--- src/rtl/seg_pkg.sv ---
// ---------------------------------------------------------------------------
// seg_pkg
// Shared constants and helpers for the 7-segment scan display path:
//   - active-low segment codes {dp,g,f,e,d,c,b,a} for digits 0..9 and blank
//   - active-low one-hot digit selects
//   - conversion FSM state encoding
//   - segment encoder and double-dabble nibble adjust
// ---------------------------------------------------------------------------
package seg_pkg;

   localparam logic [7:0] SEG_0     = 8'hC0;
   localparam logic [7:0] SEG_1     = 8'hF9;
   localparam logic [7:0] SEG_2     = 8'hA4;
   localparam logic [7:0] SEG_3     = 8'hB0;
   localparam logic [7:0] SEG_4     = 8'h99;
   localparam logic [7:0] SEG_5     = 8'h92;
   localparam logic [7:0] SEG_6     = 8'h82;
   localparam logic [7:0] SEG_7     = 8'hF8;
   localparam logic [7:0] SEG_8     = 8'h80;
   localparam logic [7:0] SEG_9     = 8'h90;
   localparam logic [7:0] SEG_BLANK = 8'hFF;

   localparam logic [2:0] SEL_UNITS    = 3'b110;
   localparam logic [2:0] SEL_TENS     = 3'b101;
   localparam logic [2:0] SEL_HUNDREDS = 3'b011;

   typedef enum logic [1:0] {
      IDLE  = 2'd0,
      SHIFT = 2'd1,
      LOAD  = 2'd2
   } conv_state_e;

   // Non-decimal nibbles cannot come out of the converter; blank them anyway.
   function automatic logic [7:0] seg_encode(input logic [3:0] digit);
      logic [7:0] code;
      case (digit)
         4'd0:    code = SEG_0;
         4'd1:    code = SEG_1;
         4'd2:    code = SEG_2;
         4'd3:    code = SEG_3;
         4'd4:    code = SEG_4;
         4'd5:    code = SEG_5;
         4'd6:    code = SEG_6;
         4'd7:    code = SEG_7;
         4'd8:    code = SEG_8;
         4'd9:    code = SEG_9;
         default: code = SEG_BLANK;
      endcase
      return code;
   endfunction

   // Double-dabble correction applied to each BCD nibble before a shift.
   function automatic logic [3:0] add3_adj(input logic [3:0] nib);
      return (nib >= 4'd5) ? nib + 4'd3 : nib;
   endfunction

endpackage

--- src/rtl/bin2bcd_seq.sv ---
// ---------------------------------------------------------------------------
// bin2bcd_seq
// Sequential double-dabble converter, 8-bit binary to 3-digit BCD.
// A start pulse in IDLE captures bin; eight SHIFT cycles follow, then one LOAD
// cycle copies the accumulator to bcd in a single update.
// Ports:
//   clk    in   system clock
//   rst_n  in   asynchronous active-low reset
//   start  in   begin a conversion (honoured in IDLE only)
//   bin    in   [7:0] value captured on start
//   bcd    out  [11:0] {hundreds,tens,units}, only ever holds finished results
//   done   out  high during the LOAD cycle (bcd updates at the end of it)
//   busy   out  high while not IDLE
// ---------------------------------------------------------------------------
module bin2bcd_seq
   import seg_pkg::*;
(
   input  logic        clk,
   input  logic        rst_n,
   input  logic        start,
   input  logic [7:0]  bin,
   output logic [11:0] bcd,
   output logic        done,
   output logic        busy
);

   conv_state_e state_q, state_d;
   logic [7:0]  sh_q, sh_d;
   logic [11:0] acc_q, acc_d;
   logic [11:0] adj;
   logic [11:0] bcd_q, bcd_d;
   logic [2:0]  cnt_q, cnt_d;

   always_comb begin
      adj = {add3_adj(acc_q[11:8]), add3_adj(acc_q[7:4]), add3_adj(acc_q[3:0])};
   end

   always_comb begin
      state_d = state_q;
      sh_d    = sh_q;
      acc_d   = acc_q;
      bcd_d   = bcd_q;
      cnt_d   = cnt_q;
      unique case (state_q)
         IDLE: begin
            if (start) begin
               sh_d    = bin;
               acc_d   = '0;
               cnt_d   = '0;
               state_d = SHIFT;
            end
         end
         SHIFT: begin
            // Hundreds never exceeds 2 for 8-bit input, so adj[11] is always 0.
            acc_d = {adj[10:0], sh_q[7]};
            sh_d  = {sh_q[6:0], 1'b0};
            cnt_d = cnt_q + 3'd1;
            if (cnt_q == 3'd7) begin
               state_d = LOAD;
            end
         end
         LOAD: begin
            bcd_d   = acc_q;
            state_d = IDLE;
         end
         default: begin
            state_d = IDLE;
         end
      endcase
   end

   always_ff @(posedge clk or negedge rst_n) begin
      if (!rst_n) begin
         state_q <= IDLE;
         sh_q    <= '0;
         acc_q   <= '0;
         bcd_q   <= '0;
         cnt_q   <= '0;
      end else begin
         state_q <= state_d;
         sh_q    <= sh_d;
         acc_q   <= acc_d;
         bcd_q   <= bcd_d;
         cnt_q   <= cnt_d;
      end
   end

   assign bcd  = bcd_q;
   assign done = (state_q == LOAD);
   assign busy = (state_q != IDLE);

endmodule

--- src/rtl/seg_scan_driver.sv ---
// ---------------------------------------------------------------------------
// seg_scan_driver
// Displays an 8-bit value (0..255) as three decimal digits on a multiplexed
// common-anode 7-segment display, with optional leading-zero blanking.
// A change on data_bin (while no conversion is running) launches a BCD
// conversion; the result appears on bcd ten edges after the change is sampled.
// Ports:
//   clk       in   system clock
//   rst_n     in   asynchronous active-low reset
//   data_bin  in   [7:0] value to display
//   seg       out  [7:0] segments {dp,g,f,e,d,c,b,a}, active-low
//   sel       out  [2:0] digit select, active-low one-hot (bit0 units)
//   bcd       out  [11:0] displayed BCD value {hundreds,tens,units}
//   busy      out  conversion in progress
// Parameters:
//   SCAN_DIV    cycles each digit stays selected (>= 2)
//   BLANK_LEAD  1 blanks leading zeros on hundreds/tens
// ---------------------------------------------------------------------------
module seg_scan_driver
   import seg_pkg::*;
#(
   parameter int unsigned SCAN_DIV   = 50000,
   parameter bit          BLANK_LEAD = 1'b1
) (
   input  logic        clk,
   input  logic        rst_n,
   input  logic [7:0]  data_bin,
   output logic [7:0]  seg,
   output logic [2:0]  sel,
   output logic [11:0] bcd,
   output logic        busy
);

   localparam int unsigned      CNT_W    = (SCAN_DIV > 1) ? $clog2(SCAN_DIV) : 1;
   localparam logic [CNT_W-1:0] CNT_LAST = CNT_W'(SCAN_DIV - 1);

   logic [7:0]       last_q, last_d;
   logic             start_q, start_d;
   logic             busy_q, busy_d;
   logic [CNT_W-1:0] cnt_q, cnt_d;
   logic [1:0]       idx_q, idx_d;
   logic [7:0]       seg_q, seg_d;
   logic [2:0]       sel_q, sel_d;
   logic [3:0]       digit;
   logic             blank;

   logic [11:0] conv_bcd;
   logic        conv_done;
   logic        conv_busy;

   bin2bcd_seq u_bin2bcd (
      .clk   (clk),
      .rst_n (rst_n),
      .start (start_q),
      .bin   (last_q),
      .bcd   (conv_bcd),
      .done  (conv_done),
      .busy  (conv_busy)
   );

   // Change detection. busy_q covers the start cycle before the converter
   // leaves IDLE, so a new compare only happens once everything is idle.
   always_comb begin
      start_d = 1'b0;
      last_d  = last_q;
      busy_d  = busy_q;
      if (conv_done) begin
         busy_d = 1'b0;
      end
      if (!busy_q && !conv_busy && (data_bin != last_q)) begin
         start_d = 1'b1;
         last_d  = data_bin;
         busy_d  = 1'b1;
      end
   end

   // Scan counter and digit index run independently of conversions.
   always_comb begin
      cnt_d = cnt_q + CNT_W'(1);
      idx_d = idx_q;
      if (cnt_q == CNT_LAST) begin
         cnt_d = '0;
         idx_d = (idx_q == 2'd2) ? 2'd0 : idx_q + 2'd1;
      end
   end

   // seg and sel are both derived from the next index so they switch together.
   always_comb begin
      digit = conv_bcd[3:0];
      blank = 1'b0;
      sel_d = SEL_UNITS;
      unique case (idx_d)
         2'd0: begin
            digit = conv_bcd[3:0];
            blank = 1'b0;
            sel_d = SEL_UNITS;
         end
         2'd1: begin
            digit = conv_bcd[7:4];
            blank = BLANK_LEAD && (conv_bcd[11:4] == 8'h00);
            sel_d = SEL_TENS;
         end
         default: begin
            digit = conv_bcd[11:8];
            blank = BLANK_LEAD && (conv_bcd[11:8] == 4'h0);
            sel_d = SEL_HUNDREDS;
         end
      endcase
      seg_d = blank ? SEG_BLANK : seg_encode(digit);
   end

   always_ff @(posedge clk or negedge rst_n) begin
      if (!rst_n) begin
         last_q  <= '0;
         start_q <= 1'b0;
         busy_q  <= 1'b0;
         cnt_q   <= '0;
         idx_q   <= '0;
         seg_q   <= SEG_BLANK;
         sel_q   <= SEL_UNITS;
      end else begin
         last_q  <= last_d;
         start_q <= start_d;
         busy_q  <= busy_d;
         cnt_q   <= cnt_d;
         idx_q   <= idx_d;
         seg_q   <= seg_d;
         sel_q   <= sel_d;
      end
   end

   assign seg  = seg_q;
   assign sel  = sel_q;
   assign bcd  = conv_bcd;
   assign busy = busy_q;

endmodule

--- config.mk ---
export PLATFORM = sky130hd
export DESIGN_NAME = seg_scan_driver
export DESIGN_NICKNAME = d
export VERILOG_FILES = /design/src/rtl/seg_pkg.sv /design/src/rtl/bin2bcd_seq.sv /design/src/rtl/seg_scan_driver.sv
export SDC_FILE = /design/constraint.sdc
export NUM_CORES = 1
export LEC_CHECK = 0
export CAP_MARGIN = 30
export CORE_MARGIN = 2
export CORE_UTILIZATION = 52
export DETAILED_ROUTE_END_ITERATION = 10
export PLACE_DENSITY = 0.78
export SYNTH_ARGS = -nofsm -noshare
export SYNTH_HDL_FRONTEND = slang
export SYNTH_SLANG_ARGS = --single-unit
--- constraint.sdc ---
create_clock -name clk -period 2.4 [get_ports clk]
set_input_delay 0.6 -clock clk [delete_from_list [all_inputs] [get_ports clk]]
set_output_delay 0.6 -clock clk [all_outputs]
set_load 0.02 [all_outputs]
==> impl_results.md, run 1 <==
* #FFs+latches synth at 75
* Initial DRC count at between 100 and 150
* Critical path class: flip-flop to flip-flop
* Setup TNS at 0 ns
* YS warnings at 0
* DRC at 0
* Port Buf Inserts at 32
* Clock share of power at between 30% and 40%
* Worst path required time at 2.68 ns
* Int Pwr at approximately 1.7 mW
* Hold_ws at 0.268 ns
* Start point of the critical path: cnt_q[7]
* P&R area growth vs syn at 21.6%
* Initial antenna violation count at 0
* Final Util at between 60% and 70%
* Placer Congestion at 0.853
* R2R setup slack at roughly 0.08 ns
* Logic pwr share at under 10%
* Mapped Cells at ~380
* Num rows at 30
* RSZ-0062 raised after global routing: true
* HPWL Detailed at 5380 µm
* Post-Layout Cell Count at about 530
* Final Max Tran Viols at 0
* Worst Reg-to-Reg Cells at 8
* CTS tree: done
* Leakage at between 2 and 2.5 nW
* Crit start category: flip-flop
* Synthesized cell area at 0.00372 mm²
* Antenna Nets Post-Route at 0
* Mean Syn Cell Area at ~9.9 µm²
* CP endpoint kind: flip-flop
* WL/cell at approximately 14 µm
* Pwr dens at 474 mW/mm²
* CTS hold repair buffers at 0
* Switching share of total power at between 20 and 25%
* Via count at 2934
* Clock buffer depth at 2
* # diodes at 0
* Critical Path Fanout Max at 4
* Place WS at -0.0477 ns
* Placed cell area at 0.00430 mm²
* Net Sw Power at roughly 0.47 mW
* Arrival time worst endpoint at between 2 and 3 ns
* First-pass GRT wire length at roughly 13000 µm
* Worst slew pin tran at around 0.6 ns
* Num CTS Buffers at 9
* Hold crit path type: input pin to asynchronous set/reset pin
* Final net count at between 400 and 500
* Async SR Flop Fraction at 100%
* Max Cap Viol at 0
* Endpoints failing setup at 0
* Status: finished clean
* Num Clock Sinks at 75
* Height of the die at a little under 90 µm
* Effective utilization at floorplan at between 50% and 60%
* Worst skew pair latency at 0.34 ns
* Final hold vios at 0
* Unique masters post-synth at between 50 and 60
* Fin crit period at ~2.3 ns
* H-tree depth at 3
* Avg Vias per Cell at 5.49
* Global Route Usage Sum at a little over a fifth
* Seq pwr share at 58.9%
* Top Ports at 34
* Post-Syn Nets at around 400
* Register clock-pin slew on the reported worst setup and hold paths at 0.08 ns
* Clk_skew at slightly below 0.01 ns
* Layout cells sized above 1 at 17.1%
* Worst reg2reg path endpoint: seg[1]
* Seq/Total Area, Yosys at approximately 51%
* Root buffer cell: clkbuf_8
* Vias in the first global route at between 2k and 3k
* Core ar. at around 0.007 mm²
* Worst vdd ir at roughly 0.44 mV
* Die Width at a little under 90 µm
* Final WS setup at around 0.082 ns
* Rel. slew slack at 59.9%
* Initial DRT Pass Iterations at 4
* Die area at around 0.008 mm²
* Total gr overflow at 0
* Worst r2r src: cnt_q[7]
* Total chip power at about 2.1 mW
* Max frequency at between 400 and 500 MHz
* Fin crit share at 96.6%
* Largest net degree at the start of global routing at 76
* Placed cell count at between 500 and 600
* Number of synthesized flops with an enable pin at 0
* Final WL at ~7700 µm
* Final instance area at roughly 0.0045 mm²
* Synth Flop Type: dfrtp_1
[placed cells by master, fill, tap and decap left out, drive strengths merged, types with 14 or more instances in the layout]
cell type      Yosys  routed
xnor2             18      18
nor2              14      14
a21oi             24      24
o21ai             36      36
buf                4      27
nand2             73      73
clkdlybuf4s50      0      31
dfrtp             66      66
[cell families after synthesis]
family / count (synthesis) / synth area share, %
adders and majority gates: 12 / 4.03
xor gates and xnor gates: 25 / 5.88
muxes: 13 / 4.10
AOI/OAI and AO/OA: 83 / 13.5
DFF: 75 / 50.7
and+or+nand+nor: 144 / 18.9
other: 1 / 0.101
buffers and inverters: 24 / 2.79
[how the worst max path moves through the flow]
stage / slack, ns / cells after the start / end
after floorplan: 0.02 / 10 / seg[3]
after global placement: 0.03 / 8 / seg[3]
after detailed placement: -0.05 / 8 / seg[3]
after CTS: 0.003 / 8 / seg[3]
after global routing: -0.02 / 7 / seg[3]
final: 0.08 / 8 / seg[1]
[power groups by stage]
stage / clock network [mW] / logic [mW] / registers [mW]
global route: 0.901 / 0.0596 / 1.26
floorplan: 0 / 0.00919 / 1.29
detailed placement: 0 / 0.0542 / 1.29
global placement: 0 / 0.0533 / 1.29
finish: 0.832 / 0.0518 / 1.26
CTS: 0.841 / 0.0543 / 1.26
[Yosys cell counts, drive strengths merged, types with 7 or more instances]
| library cell | number | area [µm²] |
|---|---|---|
| a21oi | 24 | 120 |
| a22oi | 7 | 52.6 |
| clkbuf | 8 | 30.0 |
| dfrtp | 66 | 1650 |
| dfstp | 9 | 236 |
| ha | 12 | 150 |
| inv | 11 | 41.3 |
| mux2 | 12 | 143 |
| nand2 | 73 | 274 |
| nand3 | 9 | 45.0 |
| nand4 | 8 | 50.1 |
| nor2 | 14 | 52.6 |
| nor2b | 9 | 56.3 |
| nor3 | 7 | 40.0 |
| o21ai | 36 | 180 |
| xnor2 | 18 | 158 |
| xor2 | 7 | 61.3 |
[cell type report]
cell class	instances	area [µm²]
Tap cell	96	120
Inverter	12	45.0
Timing Repair Buffer	58	527
Sequential cell	75	1890
Multi-Input combinational cell	278	1790
Clock inverter	3	15.0
Fill cell	545	2340
Clock buffer	12	145
[sequential cells by signal, summed over array words and instances, names as in the netlist]
name and count:
idx_q 2, busy 1, u_bin2bcd.cnt_q 3, last_q 8
u_bin2bcd.bcd 12, cnt_q 16, u_bin2bcd.sh_q 8, u_bin2bcd.acc_q 12
start_q 1, seg 7, u_bin2bcd.state_q 2, sel 3
[worst max-delay path, stage by stage (launching register included)]
cell      delay [ns]
dfrtp_1         0.40
nor4bb_2        0.33
and4_4          0.31
mux2_4          0.31
a211o_1         0.31
inv_2           0.10
ha_4            0.20
and2_4          0.13
o21ai_1         0.14
[timing repair]
action                                  4_1_cts  5_1_grt
setup buffers                                 1        0
pin swaps                                     0        8
endpoints found under the setup margin        2        7
gates resized for setup                       4       10
[layer usage]
layer,vias to the layer above,share of wire (%),global-route usage [%]
met2,73,51,35.2
met3,13,4.3,5.97
met1,1434,43,27.2
met4,0,1.1,6.34
met5,-,0,0
li1,1414,-,-
(Power assumes the default switching activity.)
==> inputs of run 2 (changes only) <==
--- a/config.mk
+++ b/config.mk
@@ -10,6 +10,7 @@
 export CORE_UTILIZATION = 52
 export DETAILED_ROUTE_END_ITERATION = 10
 export PLACE_DENSITY = 0.78
+export RECOVER_POWER = 100
 export SYNTH_ARGS = -nofsm -noshare
 export SYNTH_HDL_FRONTEND = slang
 export SYNTH_SLANG_ARGS = --single-unit
==> run 2 against run 1 <==
  * The flow now finishes with violations (capacitance limit, slew limit)
  * Critical path depth stayed put
  * Critical endpoint unchanged
  * Die area stayed put
  * Cell area is 0.50% lower
  * Sequential share of layout area is 0.21 points higher
  * Clock skew hardly changed
  * Sequential power hardly changed
  * Flip-flop and latch count stayed put
  * Critical path type unchanged
  * Non-clock buffer count stayed put
  * Final cell count stayed put
  * Register-to-register slack hardly changed
  * Utilization is 0.33 points lower
  * Global-route usage stayed put
==> impl_results.md, run 2 (synthesis gave the netlist of run 1 again) <==
* Largest stage delay, worst path at approximately 0.4 ns
* Start point of the critical path: cnt_q[7]
* Initial DRT Pass Iterations at 5
* Fill cell count at between 500 and 600
* Largest register FFs at 16
* Endpoints failing setup at 0
* H-tree depth at 3
* Avg Vias per Cell at ~5.5
* Register area at ~0.0019 mm²
* Fin crit share at between 90% and 100%
* Worst path required time at 2.67 ns
* Via count at 2923
* Clk_skew at between 0.009 and 0.01 ns
* Rel. slew slack at -17.2%
* # diodes at 0
* CP endpoint kind: flip-flop
* Chain of cells forming the critical path: nor4bb_2 > and4_4 > mux2_4 > a211o_1 > inv_2 > ha_4 > and2_4 > o21ai_1
* Crit start category: flip-flop
* Setup TNS at 0 ns
* Fin crit period at between 2 and 2.5 ns
* RSZ-0062 raised after global routing: true
* Worst vdd ir at approximately 0.44 mV
* Failing checks: capacitance limit, slew limit
* Initial DRC count at about 140
* Worst skew pair latency at 0.34 ns
* Hold crit path type: flip-flop to flip-flop
* Commonest cells after routing, fill and taps aside: 73 x nand2_1, 66 x dfrtp_1, 31 x clkdlybuf4s50_1
* Layout cells sized above 1 at approximately 17%
* Final WL at around 7700 µm
* Top Ports at 34
* Num Clock Sinks at 75
* Vias in the first global route at 2813
* HPWL Detailed at roughly 5400 µm
* Worst Reg-to-Reg Cells at 8
* Die Width at ~90 µm
* Total gr overflow at 0
* Leakage at roughly 2.1 nW
* Root buffer cell: clkbuf_8
* Num rows at 30
* Crit path max-delay cell type: dfrtp_1
* Worst slew pin tran at 1.76 ns
* Final hold vios at 0
* WL/cell at between 10 and 15 µm
* R2R setup slack at 0.09 ns
* Die area at roughly 0.0079 mm²
* Final Max Tran Viols at 76
* Initial antenna violation count at 0
* Largest reg by FF count: cnt_q
* CTS tree: done
* Effective utilization at floorplan at between 50% and 60%
* Pwr dens at ~470 mW/mm²
* Final net count at approximately 460
* First-pass GRT wire length at 12900 µm
* Worst reg2reg path endpoint: seg[1]
* Height of the die at approximately 90 µm
* Critical Path Fanout Max at 4
* Max Cap Viol at 1
* Worst r2r src: cnt_q[7]
* Multi-input logic area at approximately 0.0018 mm²
* Setup crit end: seg[1]
* Most common cell after layout, fill and taps aside: nand2_1
* Core ar. at between 0.006 and 0.007 mm²
* Status: complete, but fails checks
* Register clock-pin slew on the reported worst setup and hold paths at approximately 0.080 ns
* Antenna Nets Post-Route at 0
* Largest net degree at the start of global routing at between 70 and 80
* Clock buffer depth at 2
* Hold_ws at 0.514 ns
* Critical path class: flip-flop to flip-flop
* P&R area growth vs syn at 21.0%
* DRC at 0
* Port Buf Inserts at 32
* Arrival time worst endpoint at 2.59 ns
* Num CTS Buffers at 9
* Placer Congestion at between 0.8 and 0.9
* Global Route Usage Sum at a little over a fifth
* Max frequency at roughly 430 MHz
-- run 2: cell count changes in the layout (fill, tap and decap cells not counted), sizes merged --
cell	delta
buf	-4
clkbuf	+4
-- run 2: power by group --
part,switching [mW],leakage [nW],internal (mW)
Clock,0.432,0.0860,0.394
Combinational,0.0308,0.980,0.0173
Sequential,0,0.996,1.26
Total,0.463,2.06,1.68
-- run 2: per-stage QoR --
| stage | power [mW] | utilization [%] | cells | area [µm²] | worst slack, ns |
|---|---|---|---|---|---|
| 2_1_floorplan | 1.30 | - | 377 | 3720 | 0.0161 |
| 3_3_place_gp | 1.34 | 62.5 | 517 | 4290 | 0.0295 |
| 3_5_place_dp | 1.34 | 62.6 | 518 | 4300 | -0.0477 |
| 4_1_cts | 2.16 | 65.3 | 534 | 4490 | 0.00303 |
| 5_1_grt | 2.22 | 65.6 | 534 | 4500 | -0.0183 |
| 6_report | 2.14 | 65.6 | 534 | 4500 | 0.0855 |
-- run 2: layout make-up --
cell class	instances	share of cell area [%]
multi-input cells	278	39.7
clock buffers	12	3.22
flip-flops and latches	75	41.9
repair buffers	58	11.2
clock inverters	3	0.333
well taps	96	2.67
inverters	12	1.00
-- run 2: metal layers --
layer | share of wire [%] | routed length [µm] | track usage, % | vias to the layer above
li1 | - | - | - | 1412
met1 | 44 | 3340 | 27.2 | 1426
met2 | 51 | 3940 | 35.2 | 73
met3 | 4.1 | 315 | 5.97 | 12
met4 | 0.94 | 72 | 6.34 | 0
met5 | 0 | 0 | 0 | -
-- run 2: timing repair --
action,4_1_cts,5_1_grt
setup endpoints to repair,2,7
pin swaps,0,8
endpoints found under the hold margin,0,0
setup buffers,1,0
gates resized for setup,4,10
hold buffers,0,0
-- run 2: worst min-delay path by stage --
stage | from | end | slack (ns) | cells past startpoint
floorplan | rst_n | busy | 0.30 | 0
global placement | u_bin2bcd.sh_q[0] | u_bin2bcd.sh_q[0] | 0.48 | 1
detailed placement | u_bin2bcd.sh_q[0] | u_bin2bcd.sh_q[0] | 0.50 | 1
CTS | rst_n | cnt_q[7] | 0.29 | 2
global route | u_bin2bcd.sh_q[0] | u_bin2bcd.sh_q[0] | 0.54 | 1
finish | u_bin2bcd.cnt_q[1] | u_bin2bcd.cnt_q[1] | 0.51 | 1
-- run 2: critical path, delay by kind of cell, from the launching register on --
kind                     cells  cell delay (ns)
AND/OR/NAND/NOR              3             0.77
AO/OA/AOI/OAI                2             0.45
flip-flops                   1             0.40
multiplexers                 1             0.31
adder cells (fa/ha/maj)      1             0.20
buffers and inverters        1             0.10
==> inputs of run 3 (changes only) <==
--- a/config.mk
+++ b/config.mk
@@ -5,12 +5,13 @@
 export SDC_FILE = /design/constraint.sdc
 export NUM_CORES = 1
 export LEC_CHECK = 0
-export CAP_MARGIN = 30
 export CORE_MARGIN = 2
 export CORE_UTILIZATION = 52
 export DETAILED_ROUTE_END_ITERATION = 10
+export MAX_ROUTING_LAYER = met4
 export PLACE_DENSITY = 0.78
 export RECOVER_POWER = 100
+export SLEW_MARGIN = 10
 export SYNTH_ARGS = -nofsm -noshare
 export SYNTH_HDL_FRONTEND = slang
 export SYNTH_SLANG_ARGS = --single-unit
==> run 3 against run 2 <==
  * The flow still finishes with violations (capacitance limit, slew limit)
  * Critical path depth stayed put
  * Count of clock-buffer cells in the layout is 2 lower
  * Routed wire length fell by 1.3%
  * Flip-flop and latch count stayed put
  * Sequential share of layout area decreased by 0.14 points
==> impl_results.md, run 3 (synthesis gave the netlist of run 1 again) <==
* Pwr dens at between 400 and 500 mW/mm²
* Most common cell after layout, fill and taps aside: nand2_1
* Final hold vios at 0
* R2R setup slack at 0.04 ns
* Crit path max-delay cell type: dfrtp_1
* Clock buffer depth at 2
* Fin crit period at 2.36 ns
* Start point of the critical path: cnt_q[13]
* Core ar. at 0.00687 mm²
* Largest net degree at the start of global routing at 76
* Leakage at ~2.1 nW
* Final WL at about 7600 µm
* Max frequency at 424 MHz
* H-tree depth at 3
* Die Width at approximately 89 µm
* Crit start category: flip-flop
* Largest reg by FF count: cnt_q
* Delay-heaviest family, CP: simple AND/OR/NAND/NOR gates
* Global Route Usage Sum at between 20 and 25%
* Avg Vias per Cell at roughly 5.4
* Die area at slightly below 0.008 mm²
* Worst Reg-to-Reg Cells at 8
* Num rows at 30
* Num CTS Buffers at 9
* Worst vdd ir at just over 0.3 mV
* Final WS setup at between 0.04 and 0.05 ns
* Commonest cells after routing, fill and taps aside: 73 x nand2_1, 66 x dfrtp_1, 31 x o21ai_0
* Critical Path Fanout Max at 4
* Port Buf Inserts at 32
* HPWL Detailed at roughly 5400 µm
* Worst reg2reg path endpoint: seg[1]
* Worst path required time at between 2 and 3 ns
* CTS tree: done
* Rel. slew slack at -16.8%
* Worst r2r src: cnt_q[13]
* WL/cell at about 14 µm
* Hold crit path type: flip-flop to flip-flop
* Arrival time worst endpoint at roughly 2.6 ns
* Vias in the first global route at 2825
* RSZ-0062 raised after global routing: true
* Root buffer cell: clkbuf_8
* First-pass GRT wire length at around 13000 µm
* Failing checks: capacitance limit, slew limit
* Layout cells sized above 1 at between 15 and 20%
* Place WS at -0.0560 ns
* CP endpoint kind: flip-flop
* Fin crit share at a little over nine tenths
* Register clock-pin slew on the reported worst setup and hold paths at 0.08 ns
* # diodes at 0
* Critical path class: flip-flop to flip-flop
* Initial DRT Pass Iterations at 4
* Final Util at around 66%
* Clk_skew at 0.00988 ns
* Placer Congestion at 0.866
* P&R area growth vs syn at 21.4%
* Via count at 2907
* Top Ports at 34
* CTS hold repair buffers at 0
* DRC at 0
* Worst path buffer plus inverter count at 1
* Chain of cells forming the critical path: nor4bb_2 > and4_4 > mux2_4 > a211o_1 > inv_2 > ha_4 > and2_4 > o21ai_2
* Setup crit end: seg[1]
* Endpoints failing setup at 0
* Height of the die at between 80 and 90 µm
* Status: complete, but fails checks
* Antenna Nets Post-Route at 0
* Worst slew pin tran at 1.75 ns
* Final Max Tran Viols at between 70 and 80
* Initial DRC count at about 110
* Max Cap Viol at 1
* Worst skew pair latency at ~0.34 ns
* Initial antenna violation count at 0
* Total gr overflow at 0
* Largest register FFs at 16
* Cell count along the critical path at 8
* Effective utilization at floorplan at ~54%
* Largest stage delay, worst path at approximately 0.39 ns
* Num Clock Sinks at 75
* Final net count at ~460
==> run 3: cell count changes in the layout (fill, tap and decap cells not counted), moves of 2 or more <==
cell             before  now
buf_4                21   19
clkdlybuf4s50_1      31    7
dlygate4sd3_1         0   24
o21ai_1               6    4
==> run 3: area by class of cell <==
cell class	instances	area (µm²)
Tap cell	96	120
Multi-Input combinational cell	278	1790
Sequential cell	75	1890
Clock inverter	6	56.3
Timing Repair Buffer	58	497
Clock buffer	10	128
Fill cell	535	2350
Inverter	12	45.0
==> run 3: how the worst min path moves through the flow <==
stage / startpoint / slack, ns / end / depth (start not counted)
after floorplan: rst_n / 0.30 / busy / 0
after global placement: u_bin2bcd.sh_q[0] / 0.48 / u_bin2bcd.sh_q[0] / 1
after detailed placement: u_bin2bcd.sh_q[0] / 0.50 / u_bin2bcd.sh_q[0] / 1
after CTS: rst_n / 0.29 / cnt_q[13] / 2
after global routing: u_bin2bcd.sh_q[0] / 0.54 / u_bin2bcd.sh_q[0] / 1
final: u_bin2bcd.cnt_q[0] / 0.51 / u_bin2bcd.cnt_q[0] / 1
==> run 3: repair_timing <==
item | CTS | global route
pin swaps | 3 | 8
gates resized for setup | 5 | 9
buffers inserted | 0 | 2
setup endpoints to repair | 3 | 5
==> run 3: report_power, final <==
part	internal, mW	leakage, nW	total [mW]	switching, mW
Clock	0.472	0.0935	0.912	0.441
Sequential	1.26	0.996	1.26	0
Combinational	0.0169	1.03	0.0477	0.0308
==> run 3: stage by stage <==
| step | instances | hold slack [ns] | area, µm² | TNS [ns] | power [mW] |
|---|---|---|---|---|---|
| 2_1_floorplan | 377 | 0.304 | 3720 | 0 | 1.30 |
| 3_3_place_gp | 517 | 0.481 | 4290 | 0 | 1.34 |
| 3_5_place_dp | 517 | 0.500 | 4290 | -0.0560 | 1.34 |
| 4_1_cts | 533 | 0.291 | 4490 | 0 | 2.25 |
| 5_1_grt | 535 | 0.538 | 4520 | -0.0842 | 2.31 |
| 6_report | 535 | 0.510 | 4520 | 0 | 2.22 |
==> run 3: worst reg2reg max path, delay by kind of cell (launching register included) <==
kind	cells	cell delay, ns
flip-flops	1	0.39
multiplexers	1	0.31
AND/OR/NAND/NOR	3	0.81
adder cells (fa/ha/maj)	1	0.20
AO/OA/AOI/OAI	2	0.47
buffers and inverters	1	0.11
==> run 3: per-layer routing <==
metal,vias up,track usage (%),share of wire (%)
li1,1419,-,-
met1,1403,26.7,43
met2,77,35.3,51
met3,8,5.41,4.4
met4,0,6.47,1.2
met5,-,-,0
